`src/rtl/spi_bitrev_pkg.sv`:
```
// Shared types and constants for the spi_bitrev_slave SPI test peripheral.
package spi_bitrev_pkg;

  typedef enum logic [1:0] {
    IDLE = 2'd0,
    RX   = 2'd1,
    TX   = 2'd2
  } state_t;

  localparam int SYNC_STAGES = 2;

  localparam logic [1:0] MODE0 = 2'b00;
  localparam logic [1:0] MODE1 = 2'b01;
  localparam logic [1:0] MODE2 = 2'b10;
  localparam logic [1:0] MODE3 = 2'b11;

  // Modes 1 and 3 take data on the trailing SCK edge, modes 0 and 2 on the leading edge.
  function automatic logic sample_on_trail(input logic [1:0] mode);
    return (mode == MODE1) || (mode == MODE3);
  endfunction

endpackage

```
`src/rtl/spi_bitrev_slave_if.sv`:
```
// SPI pin bundle for spi_bitrev_slave; the debug signals exist only when
// SPI_BITREV_DEBUG_EN is defined.
interface spi_bitrev_slave_if #(
  parameter int WIDTH = 8
) ();

  logic sck;
  logic ss;
  logic mosi;
  logic miso;

`ifdef SPI_BITREV_DEBUG_EN
  logic [WIDTH-1:0] rx_data;
  logic             rx_valid;
  logic [15:0]      frame_cnt;

  modport slave  (input sck, ss, mosi, output miso, rx_data, rx_valid, frame_cnt);
  modport master (output sck, ss, mosi, input miso, rx_data, rx_valid, frame_cnt);
`else
  modport slave  (input sck, ss, mosi, output miso);
  modport master (output sck, ss, mosi, input miso);
`endif

endinterface

```
`src/rtl/spi_pin_sync.sv`:
```
// Brings sck, ss and mosi into the clock domain and turns synchronised sck
// transitions into registered single-cycle leading/trailing edge strobes.
module spi_pin_sync
  import spi_bitrev_pkg::*;
#(
  parameter logic CPOL   = 1'b0,
  parameter int   STAGES = SYNC_STAGES
) (
  input  logic clock,
  input  logic resetn,
  input  logic sck,
  input  logic ss,
  input  logic mosi,
  output logic lead_edge,
  output logic trail_edge,
  output logic ss_s,
  output logic mosi_s
);

  logic [STAGES-1:0] sck_q;
  logic [STAGES-1:0] ss_q;
  logic [STAGES-1:0] mosi_q;
  logic              sck_d;
  logic              sck_s;

  assign sck_s  = sck_q[STAGES-1];
  assign ss_s   = ss_q[STAGES-1];
  assign mosi_s = mosi_q[STAGES-1];

  // Reset to the idle pin levels so releasing reset never fakes an edge or a select.
  always_ff @(posedge clock or negedge resetn) begin
    if (!resetn) begin
      sck_q      <= {STAGES{CPOL}};
      ss_q       <= '1;
      mosi_q     <= '0;
      sck_d      <= CPOL;
      lead_edge  <= 1'b0;
      trail_edge <= 1'b0;
    end else begin
      sck_q      <= {sck_q[STAGES-2:0], sck};
      ss_q       <= {ss_q[STAGES-2:0], ss};
      mosi_q     <= {mosi_q[STAGES-2:0], mosi};
      sck_d      <= sck_s;
      lead_edge  <= (sck_d == CPOL) && (sck_s != CPOL);
      trail_edge <= (sck_d != CPOL) && (sck_s == CPOL);
    end
  end

endmodule

```
`src/rtl/spi_bitrev_slave.sv`:
```
// SPI slave that receives a WIDTH-bit word and returns it bit-reversed in the
// following WIDTH SCK cycles. Define SPI_BITREV_DEBUG_EN for rx_data/rx_valid/frame_cnt.
module spi_bitrev_slave
  import spi_bitrev_pkg::*;
#(
  parameter int   WIDTH = 8,
  parameter logic CPOL  = 1'b0,
  parameter logic CPHA  = 1'b0
) (
  input  logic                 clock,
  input  logic                 resetn,
  spi_bitrev_slave_if.slave    bus
);

  localparam int CNT_W = $clog2(WIDTH) + 1;
  localparam int IDX_W = $clog2(WIDTH);
  localparam logic [CNT_W-1:0] LAST = CNT_W'(WIDTH - 1);
  localparam logic [CNT_W-1:0] FULL = CNT_W'(WIDTH);
  localparam logic [CNT_W-1:0] ONE  = CNT_W'(1);

  logic lead_edge, trail_edge, ss_s, mosi_s;
  logic sample_edge, drive_edge;

  spi_pin_sync #(
    .CPOL   (CPOL),
    .STAGES (SYNC_STAGES)
  ) u_pin_sync (
    .clock      (clock),
    .resetn     (resetn),
    .sck        (bus.sck),
    .ss         (bus.ss),
    .mosi       (bus.mosi),
    .lead_edge  (lead_edge),
    .trail_edge (trail_edge),
    .ss_s       (ss_s),
    .mosi_s     (mosi_s)
  );

  assign sample_edge = sample_on_trail({CPOL, CPHA}) ? trail_edge : lead_edge;
  assign drive_edge  = sample_on_trail({CPOL, CPHA}) ? lead_edge  : trail_edge;

  state_t           state, state_nx;
  logic [WIDTH-1:0] rx_sh, rx_sh_nx;
  logic [WIDTH-1:0] tx_sh, tx_sh_nx;
  logic [WIDTH-1:0] rx_word;
  logic [CNT_W-1:0] bit_cnt, bit_cnt_nx;
  logic [CNT_W-1:0] smp_cnt, smp_cnt_nx;
  logic             miso_r, miso_nx;

`ifdef SPI_BITREV_DEBUG_EN
  logic [WIDTH-1:0] rx_data_r, rx_data_nx;
  logic             rx_valid_r, rx_valid_nx;
  logic [15:0]      frame_cnt_r, frame_cnt_nx;
`endif

  assign rx_word = {rx_sh[WIDTH-2:0], mosi_s};

  // ss deassertion is tested first in every busy state, so it wins over any strobe.
  always_comb begin
    state_nx   = state;
    rx_sh_nx   = rx_sh;
    tx_sh_nx   = tx_sh;
    bit_cnt_nx = bit_cnt;
    smp_cnt_nx = smp_cnt;
    miso_nx    = miso_r;
`ifdef SPI_BITREV_DEBUG_EN
    rx_data_nx   = rx_data_r;
    rx_valid_nx  = 1'b0;
    frame_cnt_nx = frame_cnt_r;
`endif
    case (state)
      IDLE: begin
        if (!ss_s) begin
          state_nx   = RX;
          rx_sh_nx   = '0;
          bit_cnt_nx = '0;
          miso_nx    = 1'b1;
        end
      end
      RX: begin
        if (ss_s) begin
          state_nx   = IDLE;
          rx_sh_nx   = '0;
          bit_cnt_nx = '0;
          smp_cnt_nx = '0;
          miso_nx    = 1'b1;
        end else if (sample_edge) begin
          if (bit_cnt == LAST) begin
            state_nx   = TX;
            tx_sh_nx   = rx_word;
            bit_cnt_nx = '0;
            smp_cnt_nx = '0;
`ifdef SPI_BITREV_DEBUG_EN
            rx_data_nx  = rx_word;
            rx_valid_nx = 1'b1;
`endif
          end else begin
            rx_sh_nx   = rx_word;
            bit_cnt_nx = bit_cnt + ONE;
          end
        end else if (drive_edge) begin
          miso_nx = 1'b1;
        end
      end
      TX: begin
        if (ss_s) begin
          state_nx   = IDLE;
          rx_sh_nx   = '0;
          bit_cnt_nx = '0;
          smp_cnt_nx = '0;
          miso_nx    = 1'b1;
        end else begin
          if (drive_edge && (bit_cnt < FULL)) begin
            miso_nx    = tx_sh[bit_cnt[IDX_W-1:0]];
            bit_cnt_nx = bit_cnt + ONE;
          end
          if (sample_edge) begin
            if (smp_cnt == LAST) begin
              state_nx   = RX;
              bit_cnt_nx = '0;
              smp_cnt_nx = '0;
`ifdef SPI_BITREV_DEBUG_EN
              frame_cnt_nx = frame_cnt_r + 16'd1;
`endif
            end else begin
              smp_cnt_nx = smp_cnt + ONE;
            end
          end
        end
      end
      default: begin
        state_nx = IDLE;
        miso_nx  = 1'b1;
      end
    endcase
  end

  always_ff @(posedge clock or negedge resetn) begin
    if (!resetn) begin
      state   <= IDLE;
      rx_sh   <= '0;
      tx_sh   <= '0;
      bit_cnt <= '0;
      smp_cnt <= '0;
      miso_r  <= 1'b1;
`ifdef SPI_BITREV_DEBUG_EN
      rx_data_r   <= '0;
      rx_valid_r  <= 1'b0;
      frame_cnt_r <= '0;
`endif
    end else begin
      state   <= state_nx;
      rx_sh   <= rx_sh_nx;
      tx_sh   <= tx_sh_nx;
      bit_cnt <= bit_cnt_nx;
      smp_cnt <= smp_cnt_nx;
      miso_r  <= miso_nx;
`ifdef SPI_BITREV_DEBUG_EN
      rx_data_r   <= rx_data_nx;
      rx_valid_r  <= rx_valid_nx;
      frame_cnt_r <= frame_cnt_nx;
`endif
    end
  end

  assign bus.miso = miso_r;

`ifdef SPI_BITREV_DEBUG_EN
  assign bus.rx_data   = rx_data_r;
  assign bus.rx_valid  = rx_valid_r;
  assign bus.frame_cnt = frame_cnt_r;
`endif

endmodule

```
`src/flat_wrapper.sv`:
```
// flat-port wrapper written by rule: the top's interface ports become plain ports
module spi_bitrev_slave_flat import spi_bitrev_pkg::*;
#(
  parameter int   WIDTH = 8,
  parameter logic CPOL  = 1'b0,
  parameter logic CPHA  = 1'b0
)
  (clock, resetn, bus_sck, bus_ss, bus_mosi, bus_miso);
  spi_bitrev_slave_if #(.WIDTH(WIDTH)) bus_i ();
  input  logic clock;
  input  logic resetn;
  input wire logic [$bits(bus_i.sck)-1:0] bus_sck;
  input wire logic [$bits(bus_i.ss)-1:0] bus_ss;
  input wire logic [$bits(bus_i.mosi)-1:0] bus_mosi;
  output wire logic [$bits(bus_i.miso)-1:0] bus_miso;
  assign bus_i.sck = bus_sck;
  assign bus_i.ss = bus_ss;
  assign bus_i.mosi = bus_mosi;
  assign bus_miso = bus_i.miso;
  spi_bitrev_slave #(.WIDTH(WIDTH), .CPOL(CPOL), .CPHA(CPHA)) u_core (.clock(clock), .resetn(resetn), .bus(bus_i));
endmodule
```
`config.mk`:
```
export PLATFORM = sky130hd
export DESIGN_NAME = spi_bitrev_slave_flat
export DESIGN_NICKNAME = d
export VERILOG_FILES = /design/src/rtl/spi_bitrev_pkg.sv /design/src/rtl/spi_bitrev_slave_if.sv /design/src/rtl/spi_pin_sync.sv /design/src/rtl/spi_bitrev_slave.sv /design/src/flat_wrapper.sv
export SDC_FILE = /design/constraint.sdc
export NUM_CORES = 1
export LEC_CHECK = 0
export ABC_AREA = 1
export BUFFER_PORTS_ARGS = -buffer_cell sky130_fd_sc_hd__buf_2
export CAP_MARGIN = 10
export CORE_ASPECT_RATIO = 0.7
export CORE_MARGIN = 2
export CORE_UTILIZATION = 45
export DETAILED_ROUTE_END_ITERATION = 12
export GPL_TIMING_DRIVEN = 0
export SLEW_MARGIN = 20
export SYNTH_ARGS = -nofsm -noshare
export SYNTH_HDL_FRONTEND = slang
export SYNTH_SLANG_ARGS = --single-unit
```
`constraint.sdc`:
```
create_clock -name clock -period 1.7 [get_ports clock]
set_input_delay 0.17 -clock clock [delete_from_list [all_inputs] [get_ports clock]]
set_output_delay 0.17 -clock clock [all_outputs]
set_load 0.03 [all_outputs]
```
# Word-level counts from Yosys, hierarchy flattened
# Cells that the tools add are included.
[totals] output_inout_bits=1 input_bits=5 reg_bits=35 word_cells=84
[classes] bitwise_logic=3 mux=39 magnitude_cmp=2 reduce_logical=12 add_sub_neg=2 n_eq_ne=14
[ops] op="4-bit two-way mux" n=14
[ops] op="7-bit two-way mux" n=5
[ops] op="7-bit case mux with 3 select lines" n=1
[ops] op="3-bit inequality test (second input constant)" n=5
[ops] op="2-bit two-way mux" n=7
[ops] op="4-bit case mux with 3 select lines" n=1
[ops] op="4-bit AND reduction" n=3
[ops] op="5-bit AND reduction" n=2
[ops] op="3-bit by 2-bit inequality test with 1-bit output (second input constant)" n=3
[ops] op="4-bit by 1-bit adder with 4-bit output (second input constant)" n=2
[ops] op="4-bit by 3-bit equality test with 1-bit output (second input constant)" n=2
[ops] op="4-bit case mux with 2 select lines" n=1
[ops] op="1-bit two-way mux" n=7
[ops] op="2-bit case mux with 3 select lines" n=1
[ops] op="3-bit by 4-bit < comparator with 1-bit output (second input constant)" n=1
[ops] op="4-bit < comparator (second input constant)" n=1
[ops] op="2-bit inequality test (second input constant)" n=2
[ops] op="1-bit binary-select mux with 3-bit select" n=1
[ops] op="1-bit logical AND" n=3
[ops] op="1-bit NOT" n=3
[ops] op="1-bit case mux with 3 select lines" n=1
[ops] op="3-bit AND reduction" n=1
[ops] op="3-bit nonzero test" n=1
[ops] op="2-bit by 1-bit equality test with 1-bit output (second input constant)" n=1
[ops] op="other kinds (3)" n=3

# Longest topological paths before layout
[logic_depth] depth_word=7 mapped_depth=10 ltp_nobuf=10

# Hierarchy
# From an unflattened synthesis, not the netlist that was laid out.
[unflattened] cells_unflattened=222 area_unflattened_um2=1905.6
[by_module_without_submodules] mod="spi_bitrev_slave" seq_area_each_um2=651.9 n_inst=1 area_per_inst_um2=1662.8 cells_per_inst=209
[by_module_without_submodules] mod="spi_pin_sync" seq_area_each_um2=227.7 n_inst=1 area_per_inst_um2=242.7 cells_per_inst=13

# Least setup slack after synthesis
# OpenSTA, ideal clock, no wires.
[synth_timing] path_kind="reg2reg" startpoint="reg u_core.state[0]" endpoint="reg u_core.rx_sh[4]" n_path_buf=1 period_less_slack_ps=1438 path_slack_ps=262 stages_incl_launch_ff=10 setup_time_ps=117 required_ps=1583 arrival_time_ps=1321 cell_sequence="dfrtp_1 -> inv_1 -> ha_1 -> nand2_1 -> nand2_1 -> nor2_4 -> nand3b_4 -> buf_6 -> nand2_1 -> o21ai_2"
[synth_via] elab_chain_cells=3 word_cells_on_any_way=10 cone_classes="eq/ne (6); mux (1); reduce/logical (3)"
[synth_rtl] item="from (decl)" line_no="spi_bitrev_slave.sv:42" source="state_t state, state_nx;"
[synth_rtl] item="from (signal assigned)" line_no="spi_bitrev_slave.sv:152" source="state <= state_nx;"
[synth_rtl] item="2-bit by 1-bit equality test with 1-bit output, or another cell as far along" line_no="spi_bitrev_slave.sv:71" source="case (state)"
[synth_rtl] item="3-bit inequality test (no source line), or another cell as far along"
[synth_rtl] item="5-bit AND reduction (no source line)"
[synth_rtl] item="to (signal assigned)" line_no="spi_bitrev_slave.sv:153" source="rx_sh <= rx_sh_nx;"
[synth_rtl] item="to (decl)" line_no="spi_bitrev_slave.sv:43" source="logic [WIDTH-1:0] rx_sh, rx_sh_nx;"
# Parallel ways exist; a longest one is shown, timed or not.
# A chain may end at the register's enable or synchronous reset.

# Final worst setup path
[layout_timing] startpoint="reg u_core.state[0]" endpoint="reg u_core.smp_cnt[0]"
[layout_via] elab_chain_cells=3 word_cells_on_any_way=8 cone_classes="eq/ne (5); mux (1); reduce/logical (2)"
[layout_rtl] item="2-bit by 1-bit equality test with 1-bit output or 2-bit equality test (tied branches)" line_no="spi_bitrev_slave.sv:71"
[layout_rtl] item="3-bit by 2-bit inequality test with 1-bit output (no source line), or another cell as far along"
[layout_rtl] item="4-bit AND reduction (no source line)"
[layout_rtl] item="to (signal assigned)" line_no="spi_bitrev_slave.sv:156" source="smp_cnt <= smp_cnt_nx;"
[layout_rtl] item="to (decl)" line_no="spi_bitrev_slave.sv:47" source="logic [CNT_W-1:0] smp_cnt, smp_cnt_nx;"
# Parallel ways exist; a longest one is shown, timed or not.

==> results.yml <==
setup_path:
  crit_arrival_ns: 1.81
  critPathCaptureType: "register"
  critical-path-top-delay-family: "simple AND/OR/NAND/NOR gates"
  crit_buf_inv: 2
  path_cells: "inv_1, ha_2, inv_1, nor2_4, nand2_1, or2_2, o21ai_0"
  crit_type: "register to register"
  crit_path_start_kind: "register"
  critPathMaxStageDelay_ns: 0.40
  required_ns: 1.89
  rr_startpoint: "u_core.state[0]"
  critPathSlowestCell: "dfrtp_1"
  worstPathMaxFanout: 5
  cp_common_cell: "inv_1"
  critPathLaunch: "u_core.state[0]"
clock_network:
  clk-insertion-delay-late_ns: 0.29
  clock-root-buffer: "clkbuf_8"
  clock-sinks: 35
  clockBufferDepth: 2
  cts_tree: "done"
  clkTransAtPathRegs_ns: 0.07
  numCtsBuffers: 5
  h-tree-depth: 2
power_and_ir_drop:
  p_leak_nw: 0.981
  power.density_mw_per_mm2: 1240
  vdd_drop_max_mv: 0.765
outcome:
  status: "finished clean"
yosys:
  synth_area_per_cell_um2: 9.13
  ys_warn_count: 0
  ys_types: 24
  synth_edf_count: 0
  synthCells: 191
  synth-main-ff-cell: "dfrtp_1"
  synthArstFlopShare: 1.00
  synth-seq-cells: 35
  syn-num-nets: 202
  syn_area_mm2: 0.00174
  ys_seq_area_frac: 0.505
sta:
  layout_setup_ws_ns: 0.0760
  max_freq_mhz: 616
  worst_pin_slew_ns: 0.748
  fin_crit_ns: 1.62
  hold_viol: 0
  slew_headroom: 0.501
  setup_violations: 0
  fin_skew_ns: 0.00704
  slew_violations: 0
  fin_crit_sh: 0.955
grt:
  grt-ovfl-total: 0
  antenna_found_initial: 0
  grt_max_degree: 36
  grt-busiest-layer: "met2"
  use_met3: 0.0438
  grt_util_met2: 0.241
  grtUsageTotal: 0.167
  grt_pass1_vias: 1219
  grt_use_met1: 0.234
  grt_first_pass_wirelength_um: 5630
min_path:
  hp-start: "u_core.u_pin_sync.sck_q[0]"
  hp-class: "register to register"
routing:
  viasPerCell: 4.90
  drt_iter0_markers: 95
  drc: 0
  wire_per_inst_um: 12.3
  dr.pass1.iters: 4
  num_vias: 1289
  ant_nets: 0
  drt-total-wl_um: 3230
die:
  rows: 18
  dieHeight_um: 56.1
  core_area_mm2: 0.00363
  start_util: 0.481
  io_pins: 6
  die_x_um: 78.4
  die_area_mm2: 0.00440
placed_design:
  globalplace.congestion: 0.887
  dp_slack_ns: 0.0709
  port_buffers: 5
  dp_hpwl_um: 2230
layout:
  fill_cells: 326
  diodes: 0
  regArea_um2: 881
  multi_input_area_um2: 781
  syn2layout_area_growth_pct: 16.4
  drive_gt1_frac: 0.244
  nNetsFinal: 223
  final_util: 0.560
flow_run:
  maxCapViolations: 0
cells in the mapped netlist (3+ instances only):
| library cell | count | share of area |
|---|---|---|
| dfrtp_1 | 32 | 0.46 |
| o21ai_0 | 12 | 0.034 |
| dfstp_2 | 3 | 0.045 |
| nor2_1 | 11 | 0.024 |
| nor2_4 | 3 | 0.019 |
| nand2_1 | 60 | 0.13 |
| o21ai_2 | 7 | 0.035 |
| mux2_2 | 8 | 0.052 |
| inv_1 | 18 | 0.039 |
| ha_1 | 6 | 0.043 |
| nand3_1 | 15 | 0.043 |
sequential cells by signal (all words and copies together), names as in the netlist:
| signal | flops |
|---|---|
| u_core.bit_cnt | 4 |
| u_core.bus.miso | 1 |
| u_core.rx_sh | 7 |
| u_core.smp_cnt | 4 |
| u_core.state | 2 |
| u_core.tx_sh | 8 |
| u_core.u_pin_sync.lead_edge | 1 |
| u_core.u_pin_sync.mosi_q | 2 |
| u_core.u_pin_sync.sck_d | 1 |
| u_core.u_pin_sync.sck_q | 2 |
| u_core.u_pin_sync.ss_q | 2 |
| u_core.u_pin_sync.trail_edge | 1 |
cells in the final DEF (no fill, tap or decap), drive strengths merged:
cell         Yosys  layout
bufinv           0       1
nand4            1       1
nor2            16      16
nand3b           1       1
clkinvlp         0       1
nand2           61      61
or2              1       1
dlygate4sd3      0       4
nand3           17      17
mux2             8       8
dfrtp           32      32
buf              1      11
a21oi            1       1
ha               6       6
o21ai           20      20
dfstp            3       3
xor2             2       2
clkbuf           1       7
inv             20      20
layout make-up:
type,count,share of cell area
inverters,20,0.0382
multi-input cells,134,0.385
clock buffers,6,0.0358
flip-flops and latches,35,0.434
plain buffers,2,0.00740
clock inverters,2,0.0185
well taps,50,0.0308
repair buffers,14,0.0506
kinds of logic (layout without fill, tap and decap cells):
| logic type | after synthesis | after routing | share of synthesized area |
|---|---|---|---|
| and+or+nand+nor | 97 | 97 | 0.263 |
| DFF | 35 | 35 | 0.505 |
| buffers and inverters | 22 | 44 | 0.0517 |
| AOI/OAI and AO/OA | 21 | 21 | 0.0754 |
| muxes | 8 | 8 | 0.0517 |
| adders and majority gates | 6 | 6 | 0.0431 |
| xor gates and xnor gates | 2 | 2 | 0.0101 |
metrics by stage:
step           area, µm²  power [mW]  TNS, ns  hold slack (ns)  cells
4_1_cts             1980        2.48        0            0.355    258
5_1_grt             2030        2.69  -0.0603            0.361    263
3_5_place_dp        1830        1.73        0            0.276    246
2_1_floorplan       1740        1.56        0           -0.126    191
3_3_place_gp        1830        1.71        0            0.277    246
6_report            2030        2.52        0            0.352    263
timing repair:
action / in CTS / in global routing
buffers inserted: 0 / 5
hold endpoints to repair: 35 / 0
hold buffers: 4 / 0
setup endpoints to repair: 0 / 14
gates resized for setup: 0 / 5
final timing paths:
path | endpoint | slack, ns | depth (start not counted)
min in group asynchronous | u_core.tx_sh[0] | 0.49 | 2
setup reg to reg | u_core.smp_cnt[0] | 0.08 | 7
max in group asynchronous | u_core.bit_cnt[1] | 0.69 | 2
hold reg to reg | u_core.u_pin_sync.sck_q[1] | 0.35 | 0
hold / removal | u_core.u_pin_sync.sck_q[1] | 0.35 | 0
setup / recovery | u_core.smp_cnt[0] | 0.08 | 7
power breakdown:
| group | switching (mW) | leakage, nW | total [mW] | internal (mW) |
|---|---|---|---|---|
| registers | 0.0637 | 0.460 | 0.980 | 0.917 |
| clock network | 0.293 | 0.0514 | 0.731 | 0.437 |
| logic | 0.532 | 0.470 | 0.807 | 0.275 |
| total | 0.889 | 0.981 | 2.52 | 1.63 |
layer usage:
layer / vias to the layer above / part of all wire
li1: 649 / -
met1: 607 / 0.50
met4: 0 / 0.013
met3: 4 / 0.053
met5: - / 0
met2: 29 / 0.43
(Power assumes the default switching activity.)
